[config.mk]
export PLATFORM = sky130hd
export DESIGN_NAME = pe_job_sequencer
export DESIGN_NICKNAME = d
export VERILOG_FILES = /design/src/rtl/pe_job_sequencer.sv
export SDC_FILE = /design/constraint.sdc
export NUM_CORES = 1
export LEC_CHECK = 0
export CAP_MARGIN = 20
export CORE_MARGIN = 1
export CORE_UTILIZATION = 54
export DETAILED_ROUTE_END_ITERATION = 8
export PLACE_DENSITY = 0.92
export SETUP_SLACK_MARGIN = 0.3
export SYNTH_ARGS = -nofsm -noshare
export SYNTH_HDL_FRONTEND = slang
export SYNTH_SLANG_ARGS = --single-unit
[constraint.sdc]
create_clock -name clk -period 4.9 [get_ports clk]
set_input_delay 0.98 -clock clk [delete_from_list [all_inputs] [get_ports clk]]
set_output_delay 0.98 -clock clk [all_outputs]
set_load 0.03 [all_outputs]
[src/rtl/pe_job_sequencer.sv]
// Per-PE job sequencer: takes one job descriptor, loads the PE filter FIFO, kicks the PE,
// then streams IF words in and drains output words out. Optional watchdog: PE_SEQ_WATCHDOG_EN.
module pe_job_sequencer #(
  parameter int FILT_ADDR_LEN = 4,
  parameter int IF_ADDR_LEN   = 4,
  parameter int FILT_DATA_W   = 8,
  parameter int IF_DATA_W     = 10,
  parameter int OUT_DATA_W    = 17,
  parameter int CNT_W         = 12,
  parameter int WDT_CYCLES    = 1024
) (
  input  logic                     clk,
  input  logic                     rst,
  input  logic                     job_valid,
  output logic                     job_ready,
  input  logic [CNT_W-1:0]         job_filt_words,
  input  logic [CNT_W-1:0]         job_if_words,
  input  logic [CNT_W-1:0]         job_out_words,
  input  logic [1:0]               job_mode,
  input  logic [FILT_ADDR_LEN-1:0] job_filt_len,
  input  logic [IF_ADDR_LEN-1:0]   job_stride_len,
  input  logic                     filt_src_valid,
  output logic                     filt_src_ready,
  input  logic [FILT_DATA_W-1:0]   filt_src_data,
  input  logic                     if_src_valid,
  output logic                     if_src_ready,
  input  logic [IF_DATA_W-1:0]     if_src_data,
  output logic                     sink_valid,
  input  logic                     sink_ready,
  output logic [OUT_DATA_W-1:0]    sink_data,
  output logic                     pe_filter_wen,
  output logic [FILT_DATA_W-1:0]   pe_filter_din,
  input  logic                     pe_filter_full,
  output logic                     pe_IF_wen,
  output logic [IF_DATA_W-1:0]     pe_IF_din,
  input  logic                     pe_IF_full,
  output logic                     pe_outbuf_ren,
  input  logic [OUT_DATA_W-1:0]    pe_outbuf_dout,
  input  logic                     pe_outbuf_empty,
  output logic                     pe_start,
  output logic [1:0]               pe_mode,
  output logic [FILT_ADDR_LEN-1:0] pe_filt_len,
  output logic [IF_ADDR_LEN-1:0]   pe_stride_len,
  output logic                     busy,
  output logic                     done,
  output logic                     err
);

  typedef enum logic [2:0] {IDLE, LOAD_FILT, KICK, STREAM, DONE} state_t;

  if (WDT_CYCLES < 2) begin : g_wdt_range
    $error("WDT_CYCLES must be at least 2");
  end

  state_t                   state_q, state_d;
  logic [CNT_W-1:0]         filt_words_q, filt_words_d;
  logic [CNT_W-1:0]         if_words_q, if_words_d;
  logic [CNT_W-1:0]         out_words_q, out_words_d;
  logic [CNT_W-1:0]         f_cnt_q, f_cnt_d;
  logic [CNT_W-1:0]         i_cnt_q, i_cnt_d;
  logic [CNT_W-1:0]         o_cnt_q, o_cnt_d;
  logic [1:0]               mode_q, mode_d;
  logic [FILT_ADDR_LEN-1:0] filt_len_q, filt_len_d;
  logic [IF_ADDR_LEN-1:0]   stride_q, stride_d;
  logic                     any_xfer;

`ifdef PE_SEQ_WATCHDOG_EN
  localparam int WDT_W = $clog2(WDT_CYCLES + 1);
  logic [WDT_W-1:0] wdt_q, wdt_d;
  logic             err_q, err_d;
`endif

  // Data paths are pure pass-through; only the strobes are gated by state.
  assign pe_filter_din = filt_src_data;
  assign pe_IF_din     = if_src_data;
  assign sink_data     = pe_outbuf_dout;
  assign pe_mode       = mode_q;
  assign pe_filt_len   = filt_len_q;
  assign pe_stride_len = stride_q;
  assign busy          = (state_q != IDLE);
  assign done          = (state_q == DONE);

  always_comb begin
    state_d        = state_q;
    filt_words_d   = filt_words_q;
    if_words_d     = if_words_q;
    out_words_d    = out_words_q;
    f_cnt_d        = f_cnt_q;
    i_cnt_d        = i_cnt_q;
    o_cnt_d        = o_cnt_q;
    mode_d         = mode_q;
    filt_len_d     = filt_len_q;
    stride_d       = stride_q;
    job_ready      = 1'b0;
    filt_src_ready = 1'b0;
    if_src_ready   = 1'b0;
    sink_valid     = 1'b0;
    pe_filter_wen  = 1'b0;
    pe_IF_wen      = 1'b0;
    pe_outbuf_ren  = 1'b0;
    pe_start       = 1'b0;
    any_xfer       = 1'b0;
`ifdef PE_SEQ_WATCHDOG_EN
    err_d          = err_q;
    wdt_d          = '0;
`endif

    case (state_q)
      IDLE: begin
        job_ready = 1'b1;
        if (job_valid) begin
          filt_words_d = job_filt_words;
          if_words_d   = job_if_words;
          out_words_d  = job_out_words;
          mode_d       = job_mode;
          filt_len_d   = job_filt_len;
          stride_d     = job_stride_len;
          f_cnt_d      = '0;
          i_cnt_d      = '0;
          o_cnt_d      = '0;
`ifdef PE_SEQ_WATCHDOG_EN
          err_d        = 1'b0;
`endif
          state_d      = (job_filt_words != '0) ? LOAD_FILT : KICK;
        end
      end

      LOAD_FILT: begin
        filt_src_ready = ~pe_filter_full & (f_cnt_q < filt_words_q);
        pe_filter_wen  = filt_src_valid & filt_src_ready;
        if (pe_filter_wen) begin
          any_xfer = 1'b1;
          f_cnt_d  = f_cnt_q + 1'b1;
          if (f_cnt_d == filt_words_q) state_d = KICK;
        end
      end

      KICK: begin
        pe_start = 1'b1;
        state_d  = (if_words_q == '0 && out_words_q == '0) ? DONE : STREAM;
      end

      STREAM: begin
        if_src_ready  = ~pe_IF_full & (i_cnt_q < if_words_q);
        pe_IF_wen     = if_src_valid & if_src_ready;
        sink_valid    = ~pe_outbuf_empty & (o_cnt_q < out_words_q);
        pe_outbuf_ren = sink_valid & sink_ready;
        any_xfer      = pe_IF_wen | pe_outbuf_ren;
        if (pe_IF_wen)     i_cnt_d = i_cnt_q + 1'b1;
        if (pe_outbuf_ren) o_cnt_d = o_cnt_q + 1'b1;
        // Leave as soon as the final transfer lands so DONE follows it directly.
        if (i_cnt_d == if_words_q && o_cnt_d == out_words_q) state_d = DONE;
      end

      DONE: begin
        state_d = IDLE;
      end

      default: begin
        state_d = IDLE;
      end
    endcase

`ifdef PE_SEQ_WATCHDOG_EN
    // Stall timer only advances while a data phase is waiting with nothing moving.
    if ((state_q == LOAD_FILT || state_q == STREAM) && state_d == state_q && !any_xfer) begin
      wdt_d = wdt_q + 1'b1;
      if (wdt_d == WDT_W'(WDT_CYCLES)) begin
        wdt_d   = '0;
        err_d   = 1'b1;
        state_d = DONE;
      end
    end
`endif
  end

`ifdef PE_SEQ_WATCHDOG_EN
  assign err = err_q;

  always_ff @(posedge clk or posedge rst) begin
    if (rst) begin
      wdt_q <= '0;
      err_q <= 1'b0;
    end else begin
      wdt_q <= wdt_d;
      err_q <= err_d;
    end
  end
`else
  assign err = 1'b0;
`endif

  always_ff @(posedge clk or posedge rst) begin
    if (rst) begin
      state_q      <= IDLE;
      filt_words_q <= '0;
      if_words_q   <= '0;
      out_words_q  <= '0;
      f_cnt_q      <= '0;
      i_cnt_q      <= '0;
      o_cnt_q      <= '0;
      mode_q       <= '0;
      filt_len_q   <= '0;
      stride_q     <= '0;
    end else begin
      state_q      <= state_d;
      filt_words_q <= filt_words_d;
      if_words_q   <= if_words_d;
      out_words_q  <= out_words_d;
      f_cnt_q      <= f_cnt_d;
      i_cnt_q      <= i_cnt_d;
      o_cnt_q      <= o_cnt_d;
      mode_q       <= mode_d;
      filt_len_q   <= filt_len_d;
      stride_q     <= stride_d;
    end
  end

endmodule

==> results.txt, run 1 <==
Seq cells post-synth: 85
Area after DPL: 6530 um2
Fmax: 233 MHz
Ratio of cells with drive above 1 in the final layout: 5.01%
Final std cells w/o fill: 894
Filler cell count: 848
Hold WS: 484 ps
Global Route met1 Usage: 33.9%
Switching share of total power: 45.8%
Family with the most delay on the worst path: buffers and inverters
Post-Route Utilization: 64.4%
Fin area: 6760 um2
Max IR drop VDD: 233 uV
Mapped Area: 5940 um2
Pre-antenna DRT Iters: 6
Internal power: 1.80 mW
Hold depth: 2
CORE AREA: 10500 um2
Seq pwr share: 35.7%
Reg2reg end: state_q[0]
CP Max Fanout: 6
CP max stage delay: 720 ps
Area of the multi-input gates: 3270 um2
Total track usage: 28.7%
Synth-to-layout area growth: 13.9%
DR iter-0 viols: 564
Post-synth EDFFs: 0
RD Place Congestion: 0.964
Final antenna-violating net count: 0
Met2 GRT Util: 50.1%
Grt met3 use: 6.87%
Final Max Slew Viols: 0
Worst min path class: register to register
CP max-delay cell: clkdlybuf4s50_1
Worst setup SP type: register
Wire per inst: 17.7 um
Tcrit/Tclk final: 87.7%
Combinational Power Share: 49.6%
Syn Inst Count: 719
Largest net degree at the start of global routing: 61
Final HPWL DP: 11700 um
# setup viols final: 0
Pre-CTS setup slack: 629 ps
Worst Tran Pin Value: 774 ps
Mapped Nets: 846
Syn_area_per_cell: 8.26 um2
Die Wd: 107 um
Worst Skew: 13.3 ps
Slew headroom: 48.3%
Synth unique cells: 53
Sequential fraction of the synthesis area: 35.8%
Fin Setup TNS: 0 ps
I/O Pins: 146
Lkg Pwr: 2.98 nW
Port Buffers: 74
Die area: 11400 um2
NetSw: 1.52 mW
Pwr Total: 3.32 mW
First-pass GRT wire length: 25700 um
Fin. Hold Viols: 0
# rows: 37
Setup repair after global routing missed its margin: false
Via density: 6.10
WHS Endpoint: pe_filt_len[1]
Crit path kind: register to primary output
Total CTS buffers: 9
Buf/Inv on CP: 2
CTS Sinks: 85
Max-cap violations: 0
Worst Path Arrival: 3320 ps
Final worst slack: 601 ps
Run status: finished, final reports clean
Gr busiest metal: met2
Vias: 5456
Initial Utilization: 56.5%
Min-delay src: pe_filt_len[1]
CP Data Required Time: 3920 ps
Ys async rst share: 100%
Clock power share: 14.7%
Syn. warnings: 0
Post-cts hold buffer count: 0
Worst R2R Path Depth: 10
TritonCTS clock tree: done
Placed cell count: 875
Final net count: 880
Max clock buf depth: 2
Total gr overflow: 0
Post-Route WL: 15800 um
Worst Setup End Kind: primary output
Clk pin slew, worst setup/hold paths: 90 ps
Initial antenna violation count: 0
Die Y: 107 um
N_diodes: 0
R2r setup slk: 1570 ps
Tmin final: 4300 ps
Htree depth: 3
Worst reg2reg startpoint: i_cnt_q[3]
Crit-path cells: ha_1 -> a21o_1 -> a21oi_1 -> nor2b_1 -> a2111oi_1 -> nand4_1 -> inv_1 -> clkdlybuf4s50_1
CTS Root Buffer Type: clkbuf_8
Clock Latency Late Sink: 380 ps
Vias in the first global route: 5450
# DRC: 0
Reg area: 2130 um2
Most used DFF post-synth: dfrtp_1
PwrDens: 490 nW/um2
-- cell usage after synthesis (4+ instances only) --
master	count	area share (%)
nand2_1	127	8.0
dfrtp_1	85	36
o21ai_0	80	6.7
inv_1	44	2.8
ha_1	37	7.8
buf_4	36	4.6
xnor2_1	35	5.2
nor2_1	28	1.8
a21oi_1	25	2.1
clkbuf_1	22	1.4
xor2_1	22	3.2
nand3_1	21	1.8
nand4_1	14	1.5
and3_1	11	1.2
nor4_1	11	1.2
nor3_1	10	0.84
a31oi_1	9	0.95
and2_1	8	0.84
o31ai_1	8	1.0
a211oi_1	7	0.89
and4_1	7	1.0
nor2b_1	7	0.74
o211ai_1	7	0.89
nor3b_1	6	0.76
a21o_1	4	0.51
o21ai_1	4	0.34
-- layout make-up --
type	count	area share [%]
clock buffer	12	2.29
clock inverter	4	0.481
inverter	44	2.46
multi-input combinational	528	48.4
sequential	85	31.5
tap	136	2.52
timing repair buffer	85	12.4
-- worst max path at each step --
stage	endpoint	slack (ps)	startpoint	cells after the start
after floorplan	pe_outbuf_ren	910	pe_outbuf_empty	8
after global placement	pe_filter_wen	710	pe_filter_full	5
after detailed placement	pe_filter_wen	630	pe_filter_full	5
after CTS	pe_filter_wen	410	f_cnt_q[9]	8
after global routing	pe_filter_wen	380	filt_words_q[9]	9
final	pe_filter_wen	600	f_cnt_q[9]	8
-- cell usage in the layout (no fill, tap or decap), types with 11 or more instances in the layout --
| cell | netlist | final |
|---|---|---|
| a21oi_1 | 25 | 25 |
| and3_1 | 11 | 11 |
| buf_4 | 36 | 11 |
| clkbuf_8 | 0 | 11 |
| clkdlybuf4s50_1 | 0 | 73 |
| dfrtp_1 | 85 | 85 |
| ha_1 | 37 | 37 |
| inv_1 | 44 | 43 |
| nand2_1 | 127 | 127 |
| nand3_1 | 21 | 21 |
| nand4_1 | 14 | 14 |
| nor2_1 | 28 | 28 |
| nor4_1 | 11 | 11 |
| o21ai_0 | 80 | 80 |
| xnor2_1 | 35 | 35 |
| xor2_1 | 22 | 22 |
-- repair_timing --
item / CTS / global route
buffers inserted: 0 / 2
resized for setup: 0 / 1
setup endpoints to repair: 0 / 1
-- cells by family after synthesis --
group	count (synthesis)	share of synthesized area, %
other cells	1	0.0632
simple gates	264	21.5
mux	5	0.885
fa+ha+maj	37	7.80
xor+xnor	57	8.41
flops	85	35.8
compound gates	164	16.4
buf+inv	106	9.13
-- sequential cells by signal (all words and copies together), names as in the netlist --
| name | count |
|---|---|
| f_cnt_q | 12 |
| filt_words_q | 12 |
| i_cnt_q | 12 |
| if_words_q | 12 |
| o_cnt_q | 12 |
| out_words_q | 12 |
| pe_filt_len | 4 |
| pe_mode | 2 |
| pe_stride_len | 4 |
| state_q | 3 |
-- power groups by stage --
stage                     registers [mW]  logic [mW]  clock network, mW
after CTS                           1.17        1.62              0.496
final                               1.18        1.64              0.488
after detailed placement            1.18        1.61                  0
after global placement              1.17        1.51                  0
after global routing                1.21        1.82              0.523
after floorplan                     1.17        1.12                  0
-- worst min-delay path: cells and delay by family (launching register included) --
kind / cells / cell delay [ps]
DFF: 1 / 350
and+or+nand+nor: 2 / 100
-- metal layers --
metal | wire [um] | up-vias
li1 | - | 2536
met1 | 6160 | 2597
met2 | 7980 | 263
met3 | 1190 | 60
met4 | 499 | 0
met5 | 0 | -
Note: power is estimated with default switching activity, not from simulation.
==> inputs of run 2 (changes only) <==
--- a/config.mk
+++ b/config.mk
@@ -10,6 +10,7 @@
 export CORE_UTILIZATION = 54
 export DETAILED_ROUTE_END_ITERATION = 8
 export PLACE_DENSITY = 0.92
+export RECOVER_POWER = 100
 export SETUP_SLACK_MARGIN = 0.3
 export SYNTH_ARGS = -nofsm -noshare
 export SYNTH_HDL_FRONTEND = slang
==> results.txt, run 2 (same netlist as run 1, synthesis figures left out) <==
Violated checks: capacitance limit, slew limit
Fmax: 222 MHz (-4.4%)
Tcrit/Tclk final: 91.8% (+4.0 points)
TritonCTS clock tree: done
I/O Pins: 146 (unchanged)
Total gr overflow: 0 (unchanged)
Final net count: 880 (unchanged)
Worst Skew: 12.2 ps (-1.14 ps)
Max clock buf depth: 2 (unchanged)
Crit path kind: register to primary output
Total CTS buffers: 9 (unchanged)
Final antenna-violating net count: 0 (unchanged)
Initial Utilization: 56.5% (unchanged)
RD Place Congestion: 0.964 (unchanged)
Wire per inst: 17.7 um (-0.27%)
Initial antenna violation count: 0 (unchanged)
Vias: 5457 (+0.018%)
# rows: 37 (unchanged)
CORE AREA: 10500 um2 (unchanged)
Post-Route WL: 15800 um (-0.27%)
CP Max Fanout: 6 (unchanged)
PwrDens: 489 nW/um2 (-0.26%)
CP Data Required Time: 3920 ps (about the same)
Hold WS: 480 ps (-3.57 ps)
Vias in the first global route: 5450 (unchanged)
Clk pin slew, worst setup/hold paths: 90 ps (about the same)
Die Y: 107 um (unchanged)
Lkg Pwr: 2.98 nW (about the same)
Worst Setup SP: f_cnt_q[9]
CTS Root Buffer Type: clkbuf_8
Commonest cells after routing, fill and taps aside: nand2_1 (127), dfrtp_1 (85), o21ai_0 (82)
Htree depth: 3 (unchanged)
Worst Setup End Kind: primary output
Worst Path Arrival: 3520 ps (+200 ps)
First-pass GRT wire length: 25700 um (unchanged)
CTS Sinks: 85 (unchanged)
Fin area: 6710 um2 (-0.83%)
Max IR drop VDD: 235 uV (+0.86%)
Post-cts hold buffer count: 0 (unchanged)
# setup viols final: 0 (unchanged)
Final Max Slew Viols: 94 (+94)
N_diodes: 0 (unchanged)
Worst Tran Pin Value: 2860 ps (+2090 ps)
Total track usage: 28.7% (unchanged)
Worst min path class: register to register
Fin Setup TNS: 0 ps (unchanged)
Slew headroom: -90.8% (-140 points)
Final HPWL DP: 11700 um (unchanged)
Fin. Hold Viols: 0 (unchanged)
Worst reg2reg startpoint: out_words_q[11]
Die area: 11400 um2 (unchanged)
Die Wd: 107 um (unchanged)
Synth-to-layout area growth: 13.0%
Most common cell after layout, fill and taps aside: nand2_1
Area after DPL: 6530 um2 (unchanged)
Post-Route Utilization: 63.8% (-0.54 points)
Clock Latency Late Sink: 380 ps (about the same)
Min-delay src: pe_filt_len[1]
Tmin final: 4500 ps (+197 ps)
Port Buffers: 74 (unchanged)
Max-cap violations: 2 (+2)
# DRC: 0 (unchanged)
Worst setup SP type: register
Run status: complete, but fails checks
Via density: 6.10 (about the same)
Ratio of cells with drive above 1 in the final layout: 3.83% (-1.2 points)
DR iter-0 viols: 608 (+7.8%)
Setup repair after global routing missed its margin: false
Pre-antenna DRT Iters: 5 (-1)
Largest net degree at the start of global routing: 61 (unchanged)
run 2: changes by cell type in the layout (fill, tap and decap cells not counted), moves of 3 or more:
cell / previous run / this run
clkdlybuf4s50_1: 73 / 51
dlygate4sd3_1: 0 / 22
buf_4: 11 / 6
and2_0: 1 / 4
clkbuf_1: 1 / 6
run 2: what timing repair did:
item,CTS,global route
endpoints found under the setup margin,0,1
setup buffers,0,2
resized for setup,0,1
run 2: cell type report:
class | count | area (um2)
Inverter | 44 | 166
Tap cell | 136 | 170
Clock inverter | 4 | 32.5
Multi-Input combinational cell | 528 | 3260
Timing Repair Buffer | 85 | 800
Fill cell | 860 | 3800
Sequential cell | 85 | 2130
Clock buffer | 12 | 155
run 2: stage by stage:
step	power, mW	instances	setup WS (ps)
floorplan	2.29	719	913
global placement	2.68	875	713
detailed placement	2.79	875	629
CTS	3.29	891	414
global route	3.52	894	211
finish	3.28	894	404
run 2: worst max-delay path, cell delays in order (launching register included):
cell and delay, ps:
dfrtp_1 440, ha_1 320, a21o_1 170, a21oi_1 150
nor2b_1 60, a2111oi_0 600, nand4_1 330, inv_1 280
dlygate4sd3_1 780
run 2: worst paths after layout:
path,depth (start not counted),slack (ps),end
setup reg to reg,12,1180,state_q[1]
hold reg to reg,2,480,pe_filt_len[1]
setup / recovery,8,400,pe_filter_wen
hold / removal,2,480,pe_filt_len[1]
max in group asynchronous,3,870,i_cnt_q[6]
min in group asynchronous,2,1010,out_words_q[7]
run 2: where the power goes:
group	internal [mW]	switching [mW]
combinational	0.633	0.979
sequential	0.921	0.262
clock	0.214	0.271
run 2: per-layer routing:
layer | vias up | global-route usage (%) | part of all wire [%]
met5 | - | 0 | 0
met4 | 0 | 11.5 | 3.2
li1 | 2540 | - | -
met1 | 2605 | 33.9 | 39
met2 | 250 | 50.1 | 50
met3 | 62 | 6.87 | 7.4
